`src/rtl/ac_frame_ctrl_pkg.sv`:
```
// Shared types and configuration checks for the access-control frame sequencer.
package ac_pkg;

    localparam int CNT_W      = 16;
    localparam int SCALE_LOG2 = 2;

    typedef enum logic [1:0] {IDLE, RUN, DRAIN, DONE} ac_state_e;

    // A frame is legal when both sides are non-zero and the scaled size still fits a counter.
    function automatic logic cfg_ok(input logic [CNT_W-1:0] w, input logic [CNT_W-1:0] h);
        cfg_ok = (w != '0) && (h != '0) &&
                 (w[CNT_W-1 -: SCALE_LOG2] == '0) && (h[CNT_W-1 -: SCALE_LOG2] == '0);
    endfunction

endpackage

```
`src/rtl/ac_frame_ctrl_xy_counter.sv`:
```
// Raster x/y pixel counter with terminal-count flags, cleared at frame start.
module ac_xy_counter
    import ac_pkg::*;
#(
    parameter int CNT_W = 16
)(
    input  logic             clk,
    input  logic             rst_n,
    input  logic             clear,
    input  logic             inc,
    input  logic [CNT_W-1:0] xmax,
    input  logic [CNT_W-1:0] ymax,
    output logic [CNT_W-1:0] x,
    output logic [CNT_W-1:0] y,
    output logic             x_last,
    output logic             frame_last
);

    assign x_last     = (x == xmax);
    assign frame_last = x_last && (y == ymax);

    always_ff @(posedge clk or negedge rst_n) begin
        if (!rst_n) begin
            x <= '0;
            y <= '0;
        end else if (clear) begin
            x <= '0;
            y <= '0;
        end else if (inc) begin
            if (x_last) begin
                x <= '0;
                y <= (y == ymax) ? '0 : y + CNT_W'(1);
            end else begin
                x <= x + CNT_W'(1);
            end
        end
    end

endmodule

```
`src/rtl/ac_frame_ctrl.sv`:
```
// Frame sequencer: admits W*H input pixels, counts SCALE*W x SCALE*H output pixels, flags done.
//  state | meaning
//  IDLE  | waiting for an accepted cfg_start
//  RUN   | input and output streams open
//  DRAIN | input closed, output still flowing
//  DONE  | single cycle, frame complete
module ac_frame_ctrl
    import ac_pkg::*;
#(
    parameter int CNT_W = 16,
    parameter int SCALE = 4
)(
    input  logic             clk,
    input  logic             rst_n,
    input  logic             cfg_start,
    input  logic [CNT_W-1:0] cfg_width,
    input  logic [CNT_W-1:0] cfg_height,
    input  logic             cfg_int_clr,
    output logic             stat_busy,
    output logic             stat_err,
    input  logic             s_tvalid,
    input  logic             s_tlast,
    output logic             s_tready,
    output logic             us_in_valid,
    input  logic             us_in_ready,
    input  logic             us_out_valid,
    output logic             us_out_ready,
    output logic             m_tvalid,
    input  logic             m_tready,
    output logic             m_tuser,
    output logic             m_tlast,
    output logic             interrupt_updone
);

    localparam int SL2 = $clog2(SCALE);

    ac_state_e        state, state_nx;
    logic [CNT_W-1:0] in_xmax, in_ymax, out_xmax, out_ymax;
    logic [CNT_W-1:0] in_x_unused, in_y_unused, out_x, out_y;
    logic             in_x_last, in_frame_last, out_x_last, out_frame_last;
    logic             in_en, out_en, in_beat, out_beat;
    logic             cfg_good, start_ok, start_bad, out_done, out_end;

    assign cfg_good  = cfg_ok(cfg_width, cfg_height);
    assign start_ok  = (state == IDLE) && cfg_start && cfg_good;
    assign start_bad = (state == IDLE) && cfg_start && !cfg_good;

    assign s_tready     = us_in_ready & in_en;
    assign us_in_valid  = s_tvalid & in_en;
    assign in_beat      = s_tvalid & s_tready;
    assign us_out_ready = m_tready & out_en;
    assign m_tvalid     = us_out_valid & out_en;
    assign out_beat     = m_tvalid & m_tready;
    assign out_end      = out_beat & out_frame_last;
    assign m_tuser      = m_tvalid & (out_x == '0) & (out_y == '0);
    assign m_tlast      = m_tvalid & out_x_last;

    always_ff @(posedge clk or negedge rst_n) begin
        if (!rst_n) state <= IDLE;
        else        state <= state_nx;
    end

    always_comb begin
        state_nx = state;
        case (state)
            IDLE:    if (start_ok) state_nx = RUN;
            RUN:     if (in_beat && in_frame_last) state_nx = (out_done || out_end) ? DONE : DRAIN;
            DRAIN:   if (out_end) state_nx = DONE;
            default: state_nx = IDLE;
        endcase
    end

    // Output side closes itself once its count completes, even if input is still running.
    always_comb begin
        in_en     = (state == RUN);
        out_en    = ((state == RUN) || (state == DRAIN)) && !out_done;
        stat_busy = (state != IDLE);
    end

    always_ff @(posedge clk or negedge rst_n) begin
        if (!rst_n) begin
            in_xmax  <= '0;
            in_ymax  <= '0;
            out_xmax <= '0;
            out_ymax <= '0;
        end else if (start_ok) begin
            in_xmax  <= cfg_width - CNT_W'(1);
            in_ymax  <= cfg_height - CNT_W'(1);
            out_xmax <= (cfg_width << SL2) - CNT_W'(1);
            out_ymax <= (cfg_height << SL2) - CNT_W'(1);
        end
    end

    always_ff @(posedge clk or negedge rst_n) begin
        if (!rst_n) begin
            out_done         <= 1'b0;
            stat_err         <= 1'b0;
            interrupt_updone <= 1'b0;
        end else begin
            if (start_ok)     out_done <= 1'b0;
            else if (out_end) out_done <= 1'b1;

            if (start_bad)                             stat_err <= 1'b1;
            else if (start_ok)                         stat_err <= 1'b0;
            else if (in_beat && (s_tlast != in_x_last)) stat_err <= 1'b1;

            // Holding the set term through DONE lets it win over a coincident clear.
            if ((state_nx == DONE) || (state == DONE)) interrupt_updone <= 1'b1;
            else if (start_ok || cfg_int_clr)         interrupt_updone <= 1'b0;
        end
    end

    ac_xy_counter #(.CNT_W(CNT_W)) u_in_cnt (
        .clk        (clk),
        .rst_n      (rst_n),
        .clear      (start_ok),
        .inc        (in_beat),
        .xmax       (in_xmax),
        .ymax       (in_ymax),
        .x          (in_x_unused),
        .y          (in_y_unused),
        .x_last     (in_x_last),
        .frame_last (in_frame_last)
    );

    ac_xy_counter #(.CNT_W(CNT_W)) u_out_cnt (
        .clk        (clk),
        .rst_n      (rst_n),
        .clear      (start_ok),
        .inc        (out_beat),
        .xmax       (out_xmax),
        .ymax       (out_ymax),
        .x          (out_x),
        .y          (out_y),
        .x_last     (out_x_last),
        .frame_last (out_frame_last)
    );

endmodule

```
`config.mk`:
```
export PLATFORM = sky130hd
export DESIGN_NAME = ac_frame_ctrl
export DESIGN_NICKNAME = d
export VERILOG_FILES = /design/src/rtl/ac_frame_ctrl_pkg.sv /design/src/rtl/ac_frame_ctrl_xy_counter.sv /design/src/rtl/ac_frame_ctrl.sv
export SDC_FILE = /design/constraint.sdc
export NUM_CORES = 1
export LEC_CHECK = 0
export ABC_AREA = 1
export CORE_ASPECT_RATIO = 0.9
export CORE_MARGIN = 4
export CORE_UTILIZATION = 65
export CTS_BUF_LIST = sky130_fd_sc_hd__clkbuf_2
export DETAILED_ROUTE_END_ITERATION = 6
export HOLD_SLACK_MARGIN = 0.12
export PLACE_DENSITY = 0.93
export SLEW_MARGIN = 30
export SYNTH_ARGS = -nofsm -noshare
export SYNTH_HDL_FRONTEND = slang
export SYNTH_SLANG_ARGS = --single-unit
```
`constraint.sdc`:
```
create_clock -name clk -period 4.2 [get_ports clk]
set_input_delay 1.26 -clock clk [delete_from_list [all_inputs] [get_ports clk]]
set_output_delay 1.26 -clock clk [all_outputs]
set_load 0.05 [all_outputs]
```
# == After elaboration in Yosys (flattened, before gate mapping) ==
# Index checks and enable logic that the tools add are counted.
# classes
addsub,8
eq_ne,9
mux,26
bitwise,10
n_reduce_logical,34
# ops
operator,n
$mux W16,14
$add A16 B1 Y16 const B,4
$eq A16 B16 Y1,4
$sub A16 B1 Y16 const B,4
$logic_not A16 Y1,2
$reduce_bool A16 Y1,2
$reduce_bool A2 Y1,7
$logic_and A1 B1 Y1,11
$and A1 B1 Y1,10
$mux W1,8
$eq A2 B2 Y1 const B,3
$logic_not A2 Y1,3
$mux W2,3
$pmux W2 S3,1
$logic_or A1 B1 Y1,4
$reduce_and A2 Y1,2
$reduce_bool A3 Y1,1
$eq A2 B1 Y1 const B,1
$logic_not A1 Y1,2
$ne A1 B1 Y1,1
# word_totals
register_bits,133
in_bits,41
output_inout_bits,9
wordCells,99

# == Depth between registers and ports, before layout ==
# Gate-level depths: netlist (run 1).
# depth
ltp_word,13
mapped_depth,15
depth_no_buf,14

# == Modules after synthesis ==
# Synthesis (run 1) repeated with hierarchy kept, for this count alone.
# hier_totals
cells_unflattened,1158
hier_area_um2,7297.0
# modules_own_cells
module,instances,cells_per_inst,area_each_um2,seq_area_each_um2
ac_xy_counter,2,417,2462.4,800.8
ac_frame_ctrl,1,324,2372.3,950.9

# == Worst setup path before layout (run 1) ==
# Ideal clock, no wire load.
# synth_timing
kind,in2out
start,in us_out_valid
end,out m_tuser
t_arrival_ns,2.943
required_ns,2.940
path_slack_ns,-0.003
path_stages,2
n_path_buf,0
cell_sequence,nand3_1 -> nor4_1
# synth_via
elab_chain_len,3
# synth_rtl
element,line,source
"start, declared",ac_frame_ctrl.sv:26,"input logic us_out_valid,"
$and A1 B1 Y1,ac_frame_ctrl.sv:52,assign m_tvalid = us_out_valid & out_en;
$and A1 B1 Y1 (2 in a row),ac_frame_ctrl.sv:55,assign m_tuser = m_tvalid & (out_x == '0) & (out_y == '0);
"end, declared",ac_frame_ctrl.sv:30,"output logic m_tuser,"
# No other way between the ends.

# == Worst setup path in the final report (run 1) ==
# Ends and elaborated chain as after synthesis.

==> results of run 1 <==
-- state kept, by name, summed over array words and instances (netlist names), 2 cells and up --
signal and count:
in_ymax 16, u_out_cnt.y 16, state 2, u_in_cnt.y 16
u_in_cnt.x 16, in_xmax 16, u_out_cnt.x 16
-- cell type report --
type / instances / area, µm² / area share (%)
well taps: 126 / 158 / 2.12
inverters: 127 / 480 / 6.47
flip-flops and latches: 102 / 2550 / 34.4
clock buffers: 10 / 50.0 / 0.674
clock inverters: 6 / 52.6 / 0.708
multi-input cells: 697 / 3580 / 48.2
repair buffers: 53 / 553 / 7.45
-- routing by layer --
metal  share of wire [%]  GRT usage, %  routed length [µm]  vias to the layer above
li1                    -             -                   -                     3106
met4                 2.9          9.64                 486                        0
met2                  43          41.9                7280                      336
met3                  10          6.75                1740                       46
met1                  43          42.7                7290                     2934
met5                   0             0                   0                        -
-- placed cells by master, fill, tap and decap left out, types with 2 or more instances in the layout --
cell type	instances
buf_4	7
clkinv_1	2
ha_1	15
nor2_1	122
o21ai_0	56
o22ai_1	12
a2bb2oi_1	2
clkdlybuf4s50_1	42
inv_2	8
dfrtp_1	102
nor4_2	2
nand2_1	264
inv_1	117
a31oi_1	9
xnor2_1	34
nor3_2	4
nor4_1	3
nand3_2	4
o21a_1	11
o21ai_1	7
nand3_1	28
a21oi_1	31
xor2_1	22
clkinv_2	4
and3_1	2
nor2_4	3
a22oi_1	4
nor2_2	9
nand4_1	18
nor3_1	22
buf_12	4
o31ai_1	3
clkbuf_2	10
-- kinds of logic after synthesis --
family                     share of synthesized area [%]
and+or+nand+nor                                     31.6
buffers and inverters                               8.72
AOI/OAI and AO/OA                                   11.6
DFF                                                 38.0
xor gates and xnor gates                            7.31
adders and majority gates                           2.80
-- metrics by stage --
step | hold WS (ns) | instances
finish | 0.544 | 1121
CTS | 0.543 | 1121
floorplan | 0.470 | 943
detailed placement | 0.490 | 1105
global route | 0.592 | 1121
global placement | 0.493 | 1105
-- worst paths after layout --
path                         startpoint             end  slack, ns
hold reg to reg             in_ymax[15]     in_ymax[15]       0.54
min in group asynchronous         rst_n      in_xmax[8]       0.65
hold / removal              in_ymax[15]     in_ymax[15]       0.54
setup / recovery           us_out_valid         m_tuser       0.24
setup reg to reg               state[0]  u_in_cnt.x[15]       1.54
max in group asynchronous         rst_n  u_out_cnt.x[6]       2.81
-- cell usage after synthesis (7+ instances only) --
library cell,count,area share [%]
a21oi_1,31,2.3
a31oi_1,9,0.84
buf_2,9,0.67
dfrtp_1,102,38
ha_1,15,2.8
inv_1,117,6.5
inv_2,8,0.45
nand2_1,264,15
nand3_1,28,2.1
nand4_1,18,1.7
nor2_1,122,6.8
nor2_2,9,0.84
nor3_1,22,1.6
o21a_1,11,1.2
o21ai_0,56,4.2
o21ai_1,7,0.52
o22ai_1,12,1.1
xnor2_1,34,4.4
xor2_1,22,2.9
-- worst max-delay path: stages --
cell and delay, ns:
clkdlybuf4s50_1 0.51, nand3_1 0.21, nor4_2 0.52, buf_12 0.20
-- report_power, final --
group | switching [mW] | internal (mW) | leakage, nW | total [mW]
registers | 0.0333 | 1.01 | 1.21 | 1.05
clock network | 0.328 | 0.133 | 0.0705 | 0.461
logic | 0.118 | 0.0940 | 2.15 | 0.211
==> reports/qor.yml, run 1 <==
run_status:
  status: "completed"
synthesis:
  synth_edf_count: 0
  synth_async_sr_flop_share_pct: 100
  ys_warn_count: 0
  synth_fp_nets: 999
  synthCells: 943
  synthesis.area_um2: 6710
  yosysSeqAreaShare_pct: 38.0
  ys_types: 43
  yosys_register_bits: 102
  avgSynthCellArea_um2: 7.12
  synth-main-ff-cell: "dfrtp_1"
cts:
  postCtsHoldBufs: 0
  post_cts_buffers: 0
  cts_inserted_buffers: 9
  clock_path_buffers: 2
  tritoncts: "done"
  cts_max_level: 3
  cts_resized: 0
  cts_root_buffer: "clkbuf_2"
  cts_sinks: 102
  clock_latency_ns: 0.60
  cts.clk_slew.worst_paths_ns: 0.23
timing:
  finalCritPeriodShare_pct: 94.3
  period_minus_slack_ns: 3.96
  layout_setup_ws_ns: 0.240
  slew-limit-headroom_pct: 54.3
  tightest_slew_ns: 0.685
  final-setup-viol-count: 0
  hold_viol: 0
  maxSlewViolCount: 0
  rsz0062_at_grt: "no"
  setup-tns-final_ns: 0
  skew_ns: 0.0403
  fmax_mhz: 253
floorplanning:
  die_y_um: 104
  start_util_pct: 68.0
  core_area_um2: 9870
  die_width_um: 115
  ioPinCount: 50
  num_rows: 34
  fp.dieArea_um2: 12000
layout:
  utilization_pct: 75.3
  insertedDiodeCount: 0
  fillers: 727
  final_nets: 1046
  drive_above_1_share_pct: 6.33
  final_area_um2: 7430
  area_growth_pct: 10.6
drt:
  num_vias: 6422
  final_antenna_net_count: 0
  viasPerCell: 5.73
  drt-initial-drc-count: 679
  firstDrtPassIters: 5
  routed_wl_um: 16800
  drc: 0
  wire_per_inst_um: 15.0
place:
  post-dp-hpwl_um: 12900
  port_buffers: 49
  gp_congestion: 0.939
  placed_area_um2: 7320
  dpl_worst_slack_ns: 0.300
power:
  leakage_nw: 3.43
  vdd_ir_drop_max_v: 0.000200
  p_per_area_nw_per_um2: 231
  finalPower_mw: 1.72
critical_path:
  start_kind: "input pin"
  cp-end-kind: "output pin"
  crit_fanout: 4
  worstPathArrival_ns: 2.70
  cp.required_ns: 2.94
  critical_path_class: "in -> out"
  r2r_cells: 12
global_routing:
  grt_max_degree: 54
  grt_pass1_vias: 6004
  grt_usage_pct: 29.0
  grt_pass1_wl_um: 28300
  grt-ovfl-total: 0
  antenna_found_initial: 0
run:
  max_cap_viol_count: 0
worst_hold_path:
  hold_path_depth: 2
  hp-class: "reg -> reg"
(Power assumes the default switching activity.)
==> run 2: changes to the inputs <==
Settings changed: CORE_UTILIZATION 65 to 61, PLACE_DENSITY 0.93 to 0.89.
Clock period 4.2 ns to 4 ns, I/O delays scaled along.
==> run 2 against run 1 <==
Via count down 2.1%. Clock skew is 0.0032 ns lower. Clock power decreased by 8.5%. Sequential share of layout area about the same. Worst hold slack improved by 0.0042 ns. Total power grew 1.7%. Non-clock buffer count grew 3. Worst setup slack better by 0.0012 ns. Largest power group unchanged. Highest routed layer unchanged.
==> reports/qor.yml, run 2 (synthesized netlist as in run 1, its figures left out) <==
layout:
  final_area_um2: 7440  # +0.13%
  drive_above_1_share_pct: 6.71  # +0.38 points
  area_growth_pct: 10.8
  final_common_cell: "nand2_1"
  final_nets: 1049  # +0.29%
  final_cell_mix: "nand2_1, nor2_1, inv_1, dfrtp_1, o21ai_0"
  stdcell_count: 1131  # +0.89%
  fillers: 925  # +27%
  insertedDiodeCount: 0  # unchanged
floorplanning:
  die_y_um: 108  # +3.0%
  start_util_pct: 62.1  # -5.9 points
  ioPinCount: 50  # unchanged
  fp.dieArea_um2: 12700  # +6.1%
  core_area_um2: 10800  # +9.5%
  num_rows: 36  # +5.9%
  die_width_um: 119  # +3.0%
run_status:
  status: "completed"
place:
  post-dp-hpwl_um: 12400  # -3.7%
  gp_congestion: 0.928  # -1.2%
  dp_cells: 1115  # +0.90%
  port_buffers: 49  # unchanged
  placed_area_um2: 7360  # +0.43%
critical_path:
  critPathTopFamily: "simple AND/OR/NAND/NOR gates"
  critical_path_class: "in -> out"
  crit_fanout: 4  # unchanged
  critPathBufInv: 2  # unchanged
  cp-end-kind: "output pin"
  max_stage_delay_ns: 0.48  # -0.04 ns
  start_kind: "input pin"
  crit_chain: "clkdlybuf4s50_1 > nand3_1 > nor4_2 > buf_12"
  worstPathArrival_ns: 2.56  # -0.14 ns
  cp.required_ns: 2.80  # -0.14 ns
  slowest_stage: "nor4_2"
timing:
  hold_viol: 0  # unchanged
  final-setup-viol-count: 0  # unchanged
  finalCritPeriodShare_pct: 94.0
  maxSlewViolCount: 0  # unchanged
  slew-limit-headroom_pct: 56.8  # +2.5 points
  period_minus_slack_ns: 3.76
  setup-tns-final_ns: 0  # unchanged
  skew_ns: 0.0372  # -0.00317 ns
  rsz0062_at_grt: "no"
  tightest_slew_ns: 0.648  # -0.0374 ns
  fmax_mhz: 266
cts:
  cts_sinks: 102  # unchanged
  clock_path_buffers: 2  # unchanged
  cts.clk_slew.worst_paths_ns: 0.26  # +0.03 ns
  cts_max_level: 3  # unchanged
  tritoncts: "done"
  clock_latency_ns: 0.60  # about the same
  cts_resized: 0  # unchanged
  post_cts_buffers: 0  # unchanged
  cts_root_buffer: "clkbuf_2"
  postCtsHoldBufs: 0  # unchanged
  cts_inserted_buffers: 9  # unchanged
drt:
  final_antenna_net_count: 0  # unchanged
  routed_wl_um: 16200  # -3.6%
  viasPerCell: 5.56  # -3.0%
  drt-initial-drc-count: 454  # -33%
  num_vias: 6284  # -2.1%
  drc: 0  # unchanged
  wire_per_inst_um: 14.3  # -4.5%
  firstDrtPassIters: 6  # +1
power:
  leakage_nw: 3.44  # +0.14%
  finalPower_mw: 1.75  # +1.7%
  p_per_area_nw_per_um2: 235  # +1.5%
  vdd_ir_drop_max_v: 0.000146  # -27%
global_routing:
  grt_max_degree: 54  # unchanged
  grt-ovfl-total: 0  # unchanged
  grt_usage_pct: 26.4  # -2.6 points
  grt_pass1_vias: 5894  # -1.8%
  antenna_found_initial: 0  # unchanged
  grt_pass1_wl_um: 27500  # -2.9%
run:
  max_cap_viol_count: 0  # unchanged
worst_hold_path:
  hp-class: "reg -> reg"
## run 2: changes by cell type in the layout (fill, tap and decap cells not counted), sizes merged
cell,change
buf,+3
clkbuf,+1
clkinvlp,+1
bufinv,-1
clkinv,-1
## run 2: final cells by class
cell class,instances,area [µm²],share of cell area [%]
well taps,133,166,2.24
repair buffers,56,576,7.74
flip-flops and latches,102,2550,34.3
clock inverters,5,26.3,0.353
multi-input cells,697,3580,48.1
clock buffers,11,55.1,0.740
inverters,127,480,6.46
## run 2: worst register-to-register path: stages, from the launching register on
cell	delay, ns
dfrtp_1	0.47
inv_1	0.16
ha_1	0.21
nand2_1	0.10
nor4_2	0.40
nand3_4	0.26
inv_4	0.30
nor2_8	0.12
inv_2	0.30
a21oi_1	0.12
a21oi_1	0.15
## run 2: power breakdown
part           internal (mW)  total, mW  switching (mW)
Combinational         0.0988      0.224           0.125
Sequential              1.06       1.10          0.0384
Clock                 0.0816      0.422           0.341
## run 2: final timing paths
check | from | endpoint | cells after the start | slack [ns]
hold reg to reg | in_ymax[15] | in_ymax[15] | 2 | 0.55
max in group asynchronous | rst_n | u_in_cnt.y[5] | 2 | 2.70
hold / removal | in_ymax[15] | in_ymax[15] | 2 | 0.55
min in group asynchronous | rst_n | u_out_cnt.x[1] | 1 | 0.59
setup reg to reg | state[0] | u_out_cnt.y[6] | 10 | 1.37
setup / recovery | us_out_valid | m_tuser | 4 | 0.24
## run 2: layer usage
| layer | vias up | share of wire, % | GRT usage, % |
|---|---|---|---|
| met1 | 2892 | 43 | 33.3 |
| met3 | 37 | 6.3 | 5.41 |
| met4 | 0 | 2.9 | 9.02 |
| li1 | 3109 | - | - |
| met5 | - | 0 | 0 |
| met2 | 246 | 48 | 45.3 |
## run 2: metrics by stage
| stage | setup slack (ns) | utilization, % | hold slack, ns |
|---|---|---|---|
| after global routing | 0.184 | 68.8 | 0.573 |
| final | 0.241 | 68.8 | 0.548 |
| after global placement | 0.229 | 68.0 | 0.490 |
| after detailed placement | 0.242 | 68.0 | 0.493 |
| after floorplan | 0.471 | - | 0.470 |
| after CTS | 0.227 | 68.8 | 0.549 |
